--- config.mk ---
export PLATFORM = sky130hd
export DESIGN_NAME = io_chan_bridge
export DESIGN_NICKNAME = d
export VERILOG_FILES = /design/src/rtl/io_chan_pkg.sv /design/src/rtl/io_chan_bridge_fifo.sv /design/src/rtl/io_chan_bridge.sv
export SDC_FILE = /design/constraint.sdc
export NUM_CORES = 1
export LEC_CHECK = 0
export CORE_MARGIN = 3
export CORE_UTILIZATION = 55
export CTS_BUF_LIST = sky130_fd_sc_hd__clkbuf_16
export DETAILED_ROUTE_END_ITERATION = 8
export PLACE_DENSITY = 0.8
export SYNTH_ARGS = -nofsm -noshare
export SYNTH_HDL_FRONTEND = slang
export SYNTH_HIERARCHICAL = 1
export SYNTH_SLANG_ARGS = --single-unit
export TNS_END_PERCENT = 50
--- constraint.sdc ---
create_clock -name clk -period 3.3 [get_ports clk]
set_input_delay 0.66 -clock clk [delete_from_list [all_inputs] [get_ports clk]]
set_output_delay 0.66 -clock clk [all_outputs]
set_load 0.02 [all_outputs]
--- src/rtl/io_chan_pkg.sv ---
// Shared types and helpers for the core-to-channel I/O bridge.
package io_chan_pkg;

  localparam int DW_DEF = 28;

  // $clog2 that never returns 0, so single-entry selectors still get one bit
  function automatic int clog2f1(input int n);
    return (n <= 1) ? 1 : $clog2(n);
  endfunction

  // Bit offset of channel ch inside a flat bus of w-bit words
  function automatic int chan_lsb(input int ch, input int w);
    return ch * w;
  endfunction

endpackage

--- src/rtl/io_chan_bridge_fifo.sv ---
// One output channel: circular FIFO with a valid/ready head and occupancy count.
module chan_fifo
  import io_chan_pkg::*;
#(
  parameter int DW    = DW_DEF,
  parameter int DEPTH = 4
) (
  input  logic          clk,
  input  logic          rst,
  input  logic          push,
  input  logic [DW-1:0] din,
  input  logic          ready,
  output logic [DW-1:0] dout,
  output logic          valid,
  output logic          full
);

  localparam int PW = clog2f1(DEPTH);
  localparam int CW = $clog2(DEPTH + 1);

  logic [DEPTH-1:0][DW-1:0] mem;
  logic [PW-1:0]            rd_ptr, wr_ptr;
  logic [CW-1:0]            count;
  logic                     pop;

  // DEPTH is a power of two, so pointer wrap is plain overflow
  assign valid = rst & (count != '0);
  assign full  = (count == CW'(DEPTH));
  assign pop   = valid & ready;
  assign dout  = mem[rd_ptr];

  always_ff @(posedge clk) begin
    if (push) mem[wr_ptr] <= din;
  end

  always_ff @(posedge clk) begin
    if (!rst) begin
      rd_ptr <= '0;
      wr_ptr <= '0;
      count  <= '0;
    end else begin
      if (push) wr_ptr <= wr_ptr + 1'b1;
      if (pop)  rd_ptr <= rd_ptr + 1'b1;
      case ({push, pop})
        2'b10:   count <= count + 1'b1;
        2'b01:   count <= count - 1'b1;
        default: count <= count;
      endcase
    end
  end

endmodule

--- src/rtl/io_chan_bridge.sv ---
// Core port interface to NCH_IN input / NCH_OUT output streaming channels.
module io_chan_bridge
  import io_chan_pkg::*;
#(
  parameter int NCH_IN  = 4,
  parameter int NCH_OUT = 4,
  parameter int DW      = DW_DEF,
  parameter int DEPTH   = 4,
  parameter int AIW     = clog2f1(NCH_IN),
  parameter int AOW     = clog2f1(NCH_OUT)
) (
  input  logic                  clk,
  input  logic                  rst,
  input  logic [AIW-1:0]        proc_addr_in,
  input  logic                  proc_req_in,
  output logic [DW-1:0]         proc_din,
  input  logic [AOW-1:0]        proc_addr_out,
  input  logic                  proc_out_en,
  input  logic [DW-1:0]         proc_dout,
  output logic                  proc_stall,
  input  logic [NCH_IN*DW-1:0]  in_data,
  input  logic [NCH_IN-1:0]     in_valid,
  output logic [NCH_IN-1:0]     in_ready,
  output logic [NCH_IN-1:0]     in_ack,
  output logic [NCH_OUT*DW-1:0] out_data,
  output logic [NCH_OUT-1:0]    out_valid,
  input  logic [NCH_OUT-1:0]    out_ready,
  output logic                  addr_err
);

  logic [NCH_IN-1:0][DW-1:0] hold;
  logic [NCH_IN-1:0]         full;
  logic [NCH_IN-1:0]         rd_sel;
  logic [NCH_OUT-1:0]        wr_sel;
  logic [NCH_OUT-1:0]        push;
  logic [NCH_OUT-1:0]        fifo_full;
  logic                      rd_stall, wr_stall, addr_bad;

  // Decode as one-hot so out-of-range addresses simply select nothing
  always_comb begin
    rd_sel   = '0;
    wr_sel   = '0;
    proc_din = '0;
    for (int i = 0; i < NCH_IN; i++) begin
      rd_sel[i] = (proc_addr_in == AIW'(i));
      if (rd_sel[i] && rst) proc_din = hold[i];
    end
    for (int j = 0; j < NCH_OUT; j++)
      wr_sel[j] = (proc_addr_out == AOW'(j));
  end

  always_comb begin
    in_ready   = rst ? ~full : '0;
    in_ack     = {NCH_IN{rst & proc_req_in}} & rd_sel & full;
    push       = {NCH_OUT{rst & proc_out_en}} & wr_sel & ~fifo_full;
    rd_stall   = rst & proc_req_in & (|rd_sel) & ~(|(rd_sel & full));
    // Write stall looks only at registered occupancy: no out_ready path
    wr_stall   = rst & proc_out_en & (|(wr_sel & fifo_full));
    proc_stall = rd_stall | wr_stall;
    addr_bad   = (proc_req_in & ~(|rd_sel)) | (proc_out_en & ~(|wr_sel));
  end

  always_ff @(posedge clk) begin
    if (!rst) begin
      hold     <= '0;
      full     <= '0;
      addr_err <= 1'b0;
    end else begin
      for (int i = 0; i < NCH_IN; i++) begin
        if (in_valid[i] && !full[i]) begin
          hold[i] <= in_data[chan_lsb(i, DW) +: DW];
          full[i] <= 1'b1;
        end else if (in_ack[i]) begin
          full[i] <= 1'b0;
        end
      end
      if (addr_bad) addr_err <= 1'b1;
    end
  end

  for (genvar j = 0; j < NCH_OUT; j++) begin : g_out
    chan_fifo #(.DW(DW), .DEPTH(DEPTH)) u_fifo (
      .clk   (clk),
      .rst   (rst),
      .push  (push[j]),
      .din   (proc_dout),
      .ready (out_ready[j]),
      .dout  (out_data[j*DW +: DW]),
      .valid (out_valid[j]),
      .full  (fifo_full[j])
    );
  end

endmodule

Word-level counts from Yosys, hierarchy flattened
Cells that the tools add are included.
- bits in registers: 593
- bits of input ports: 156
- $add $sub $neg: 16
- $lt $le $gt $ge: 12
- equality and inequality tests: 18
- multiplexer cells: 37
- bitwise gates (word level): 28
- reductions and logical operators: 34
- operators with widths (kind ; count):
    $bwmux 112 ; 4
    $mux 28 ; 12
    $bmux 28 s2 ; 4
    $demux 28 s2 ; 4
    $and 4x4->4 ; 6
    $lt 2x3->1 const B ; 8
    $pmux 3 s2 ; 4
    $add 2x1->2 const B ; 8
    $eq 2x2->1 const B ; 8
    $reduce_bool 2->1 ; 8
    $reduce_or 4->1 ; 4
    $and 1x1->1 ; 15
    $add 3x1->3 const B ; 4
    $eq 2x1->1 const B ; 6
    $eq 3x3->1 const B ; 4
    $logic_and 1x1->1 ; 12
    $reduce_bool 3->1 ; 4
    $sub 3x1->3 const B ; 4
    $ge 2x1->1 const B ; 4
    $mux 1 ; 8
    $not 4->4 ; 2
    $logic_not 1->1 ; 4
    $logic_not 2->1 ; 2
    $mux 4 ; 1
    2 further kinds ; 5

Logic depth before layout (Yosys ltp)
Gate-level depths: netlist of the first run.
- depth in word-level cells: 6
- mapped depth: 10

By module
Netlist of the first run, hierarchy kept.
- modules (own cells, without submodules) (module ; instances ; cells each ; area an instance (um^2) ; sequential area each (um^2)):
    chan_fifo ; 4 ; 193 ; 4460.5 ; 3503.4
    io_chan_bridge ; 1 ; 600 ; 5408.9 ; 2342.2

Least setup slack after synthesis of the first run
Ideal clock, no wire load.
- path kind: input-to-reg
- start: in rst
- end: reg g_out[2].u_fifo/mem[0] (netlist name) (enable)
- arrival: 2508 ps
- slack: 404 ps
- stages: 4
- cells stage by stage: clkbuf_1 -> nand2_1 -> nor4b_1 -> and2_1
- word-level cells in the longest chain between the ends: 3
- RTL lines (element ; RTL line ; text):
    start: declaration ; io_chan_bridge.sv:13 ; input logic rst,
    $and 1x1->1 ; io_chan_bridge.sv:55 ; push = {NCH_OUT{rst & proc_out_en}} & wr_sel & ~fifo_full;
    $and 4x4->4 (2 in series) ; io_chan_bridge.sv:55 ;
    named net push[2] ; io_chan_bridge.sv:35 ; logic [NCH_OUT-1:0] push;
    end signal: indexed assignment ; io_chan_bridge_fifo.sv:33 ; if (push) mem[wr_ptr] <= din;
    end: declaration ; io_chan_bridge_fifo.sv:21 ; logic [DEPTH-1:0][DW-1:0] mem;
The timed path passes the listed nets, and every way through them passes these cells.
A chain may end at the register's enable or synchronous reset.

Worst setup path after layout of the first run
- start: reg g_out[0].u_fifo.rd_ptr[0]
- end: out out_data[7]
- word-level cells in the longest chain between the ends: 2
- RTL lines (element ; RTL line ; text):
    start: declaration ; io_chan_bridge_fifo.sv:22 ; logic [PW-1:0] rd_ptr, wr_ptr;
    start signal: assignment ; io_chan_bridge_fifo.sv:43 ; if (pop) rd_ptr <= rd_ptr + 1'b1;
    $bmux 28 s2 ; io_chan_bridge_fifo.sv:30 ; assign dout = mem[rd_ptr];
    $mux 28 (not written as such) ; io_chan_bridge_fifo.sv:30 ;
    end: declaration ; io_chan_bridge.sv:25 ; output logic [NCH_OUT*DW-1:0] out_data,
No other way between the ends. The select of a mux whose other input is x is not followed.

==> summary.txt, run 1 <==
Routability congestion estimate: 0.8503
Initial antenna violation count: 4
Status: finished, final reports clean
Die Ht: 211.6 um
Hold_sp: hold[3]
Number of synthesized flops with an enable pin: 448
Clk_lat worst skew: 0.62 ns
Asr flop ratio synth: 0%
Fmax: 315.6 MHz
IO Count: 310
GR Util All Layers: 25.87%
Period utilization: 96.02%
Total CTS buffers: 57
Commonest cells post-synth: edfxtp_1, nand2_1, dfxtp_1, mux4_2, a21boi_0
Routed WL per cell: 25.02 um
HPWL after detailed placement: 36.16 mm
Hold buffers post-CTS: 0
Worst hold path depth: 2
Delay-heaviest family, CP: buffers and inverters
Yosys reg bits: 593
Yosys cell types: 36
Worst Tran Pin Value: 0.6386 ns
Top-count cell post-synth: edfxtp_1
Setup TNS: 0 ns
Drt pass-1 iters: 7
First-pass GRT wire length: 85.40 mm
Worst vdd ir: 0.4243 mV
Worst EP required: 2.64 ns
Synth Area in Compound Gates: 4.456%
Post_cts resized: 2
Fill cell count: 2,593
Area leader, netlist: edfxtp_1
Fraction of layout cells with a size suffix above 1: 16.22%
# setup viols final: 0
Die X: 211.6 um
Die Area: 44,780 um2
Area occupied by multi-input gates: 6334 um2
Buf/Inv on CP: 2
Hold Path Class: flip-flop to flip-flop
Worst R2R End: g_out[2].u_fifo/count[2]
Worst-path clk slew: 0.06 ns
Core area: 41,290 um2
DRT iter0 DRCs: 1,085
Post-Synth XOR/XNOR Area: 0.7534%
PwrDens: 546.1 nW/um2
Area contributors post-synth: edfxtp_1, mux4_2, dfxtp_1
CTS Sinks: 593
Vias in the first global route: 13,880
Largest family of logic cells by synthesized area: multiplexers
Avg Cell Area, Syn: 16.95 um2
Root Driver: clkbuf_16
Sequential area share after synthesis: 70.34%
Final hold violations: 0
Drt via density: 5.837
DR DRC count: 0
Cell row count: 74
Slowest cell on crit path: mux4_2
R2R depth: 10
Slew Viols, Final: 0
WP data arrival: 2.51 ns
Lkg Pwr: 0.009689 uW
H-tree Lvls: 2
I/O Buffers: 309
Area share of fa/ha/maj cells after synthesis: 1.421%
Nets: 1,901
Synth Flop Type: edfxtp_1
Clock buffer depth: 3
Register area: 16,360 um2
Post-CTS Setup Bufs: 0
Levels on crit path: 3
Flop2flop setup slack: 0.76 ns
CP endpoint kind: primary output
Cells after synthesis: 1,372
Final Critical Period: 3.169 ns
Hold slack: 0.4593 ns
Final Skew: 0.01775 ns
Area grow syn2layout: 24.80%
Starting Density: 56.31%
Yosys top cell area share: 57.86%
YS warnings: 6
Final antenna-violating net count: 0
Worst Path Max Fanout: 28
CP cell instances: buf_12 > mux4_2 > clkdlybuf4s50_1
RSZ-0062 raised after global routing: false
Syn nets: 1,552
Crit-path max cell delay: 0.63 ns
Slew margin rel.: 57.29%
Max Cap Viol: 0
Hold path endpoint: hold[3]
Critical setup path kind: flip-flop to primary output
Cell area after synthesis: 23,250 um2
Vias after detailed routing: 13,450
CTS tree: built
Routed WL: 57.65 mm
Synth Area in Simple Gates: 6.511%
Global route overflow: 0
Worst reg2reg startpoint: g_out[2].u_fifo/count[0]
Largest net degree at the start of global routing: 73
Mux share of post-synthesis cell area: 14.06%
Setup crit start kind: flip-flop
[report_power, final]
part	internal, uW	total (uW)	leakage (uW)	switching [uW]
sequential	8140	8220	0.00523	76.2
combinational	567	1150	0.00350	587
clock	3700	6470	0.000963	2770
total	12400	15800	0.00969	3430
[cells in the final DEF, fill, tap and decap left out, types with 9 or more instances in the layout]
cell type | Yosys | routed
a21boi_0 | 115 | 115
dfxtp_1 | 145 | 141
edfxtp_1 | 448 | 448
buf_4 | 4 | 39
clkinv_1 | 4 | 13
nor2_1 | 37 | 37
xor2_1 | 16 | 16
nand2_1 | 228 | 228
clkbuf_16 | 0 | 57
and2_1 | 45 | 45
clkinv_2 | 0 | 13
buf_12 | 2 | 14
a21oi_1 | 9 | 9
ha_1 | 20 | 20
inv_1 | 24 | 37
mux4_2 | 134 | 134
clkdlybuf4s50_1 | 0 | 303
[layer usage]
layer | share of wire, % | GRT usage, % | vias to the layer above | wire, um
met5 | 0.040 | 0 | - | 23
met4 | 3.0 | 8.891 | 4 | 1743
met3 | 8.7 | 6.120 | 108 | 5003
met2 | 50 | 43.52 | 612 | 28900
met1 | 38 | 33.55 | 6847 | 21980
li1 | - | - | 5878 | -
[through the flow]
step | cells | cell area (um2) | total power, uW | utilization (%) | setup WS [ns]
after global placement | 2194 | 27130 | 9492 | 65.70 | -0.009987
after global routing | 2301 | 29010 | 16300 | 70.25 | 0.02270
final | 2304 | 29020 | 15850 | 70.27 | 0.1314
after CTS | 2301 | 29000 | 15960 | 70.22 | 0.006522
after detailed placement | 2194 | 27130 | 9527 | 65.70 | -0.01479
after floorplan | 1372 | 23250 | 8933 | - | 0.4044
[worst register-to-register path, cell delays in order (launching register included)]
cell	delay, ns
dfxtp_1	0.43
inv_1	0.12
and3_1	0.24
nor4b_1	0.55
inv_1	0.11
ha_1	0.25
inv_1	0.08
fa_1	0.18
xor2_1	0.08
or3_1	0.32
a21oi_1	0.14
[layout make-up]
cell class                      instances  area share, %
Sequential cell                       593          56.38
Timing Repair Buffer                  363          12.69
Multi-Input combinational cell        678          21.83
Inverter                               28         0.3622
Tap cell                              532          2.294
Clock inverter                         50          1.501
Antenna cell                            3        0.02587
Clock buffer                           57          4.916
[cell families (layout without fill, tap and decap cells)]
group / after synthesis / count (layout)
adder cells (fa/ha/maj): 24 / 24
multiplexers: 146 / 146
AND/OR/NAND/NOR: 348 / 348
other: 0 / 3
flip-flops: 593 / 593
XOR/XNOR: 20 / 20
buffers and inverters: 101 / 498
AO/OA/AOI/OAI: 140 / 140
[registers in the layout, indices dropped and copies added, names as in the netlist]
| register | flops |
|---|---|
| g_out.u_fifo/count | 12 |
| g_out.u_fifo/rd_ptr | 8 |
| addr_err | 1 |
| full | 4 |
| g_out.u_fifo/wr_ptr | 8 |
| g_out.u_fifo/mem | 448 |
| hold | 112 |
[how the worst max path moves through the flow]
stage	from	endpoint	slack [ns]
final	g_out[0].u_fifo/rd_ptr[0]	out_data[7]	0.13
after global routing	g_out[2].u_fifo/rd_ptr[0]	out_data[61]	0.02
after CTS	proc_addr_in[0]	proc_din[26]	0.007
after detailed placement	proc_addr_in[0]	proc_din[9]	-0.01
after global placement	proc_addr_in[0]	proc_din[17]	-0.01
after floorplan	rst	g_out[2].u_fifo/mem[0]	0.40
(Power assumes the default switching activity.)
==> run 2: changes to the inputs <==
CAP_MARGIN = 20   (was default)
GPL_ROUTABILITY_DRIVEN = 0   (was default)
==> results of run 2 <==
The final DEF is identical to that of run 1; final timing and power are the same.
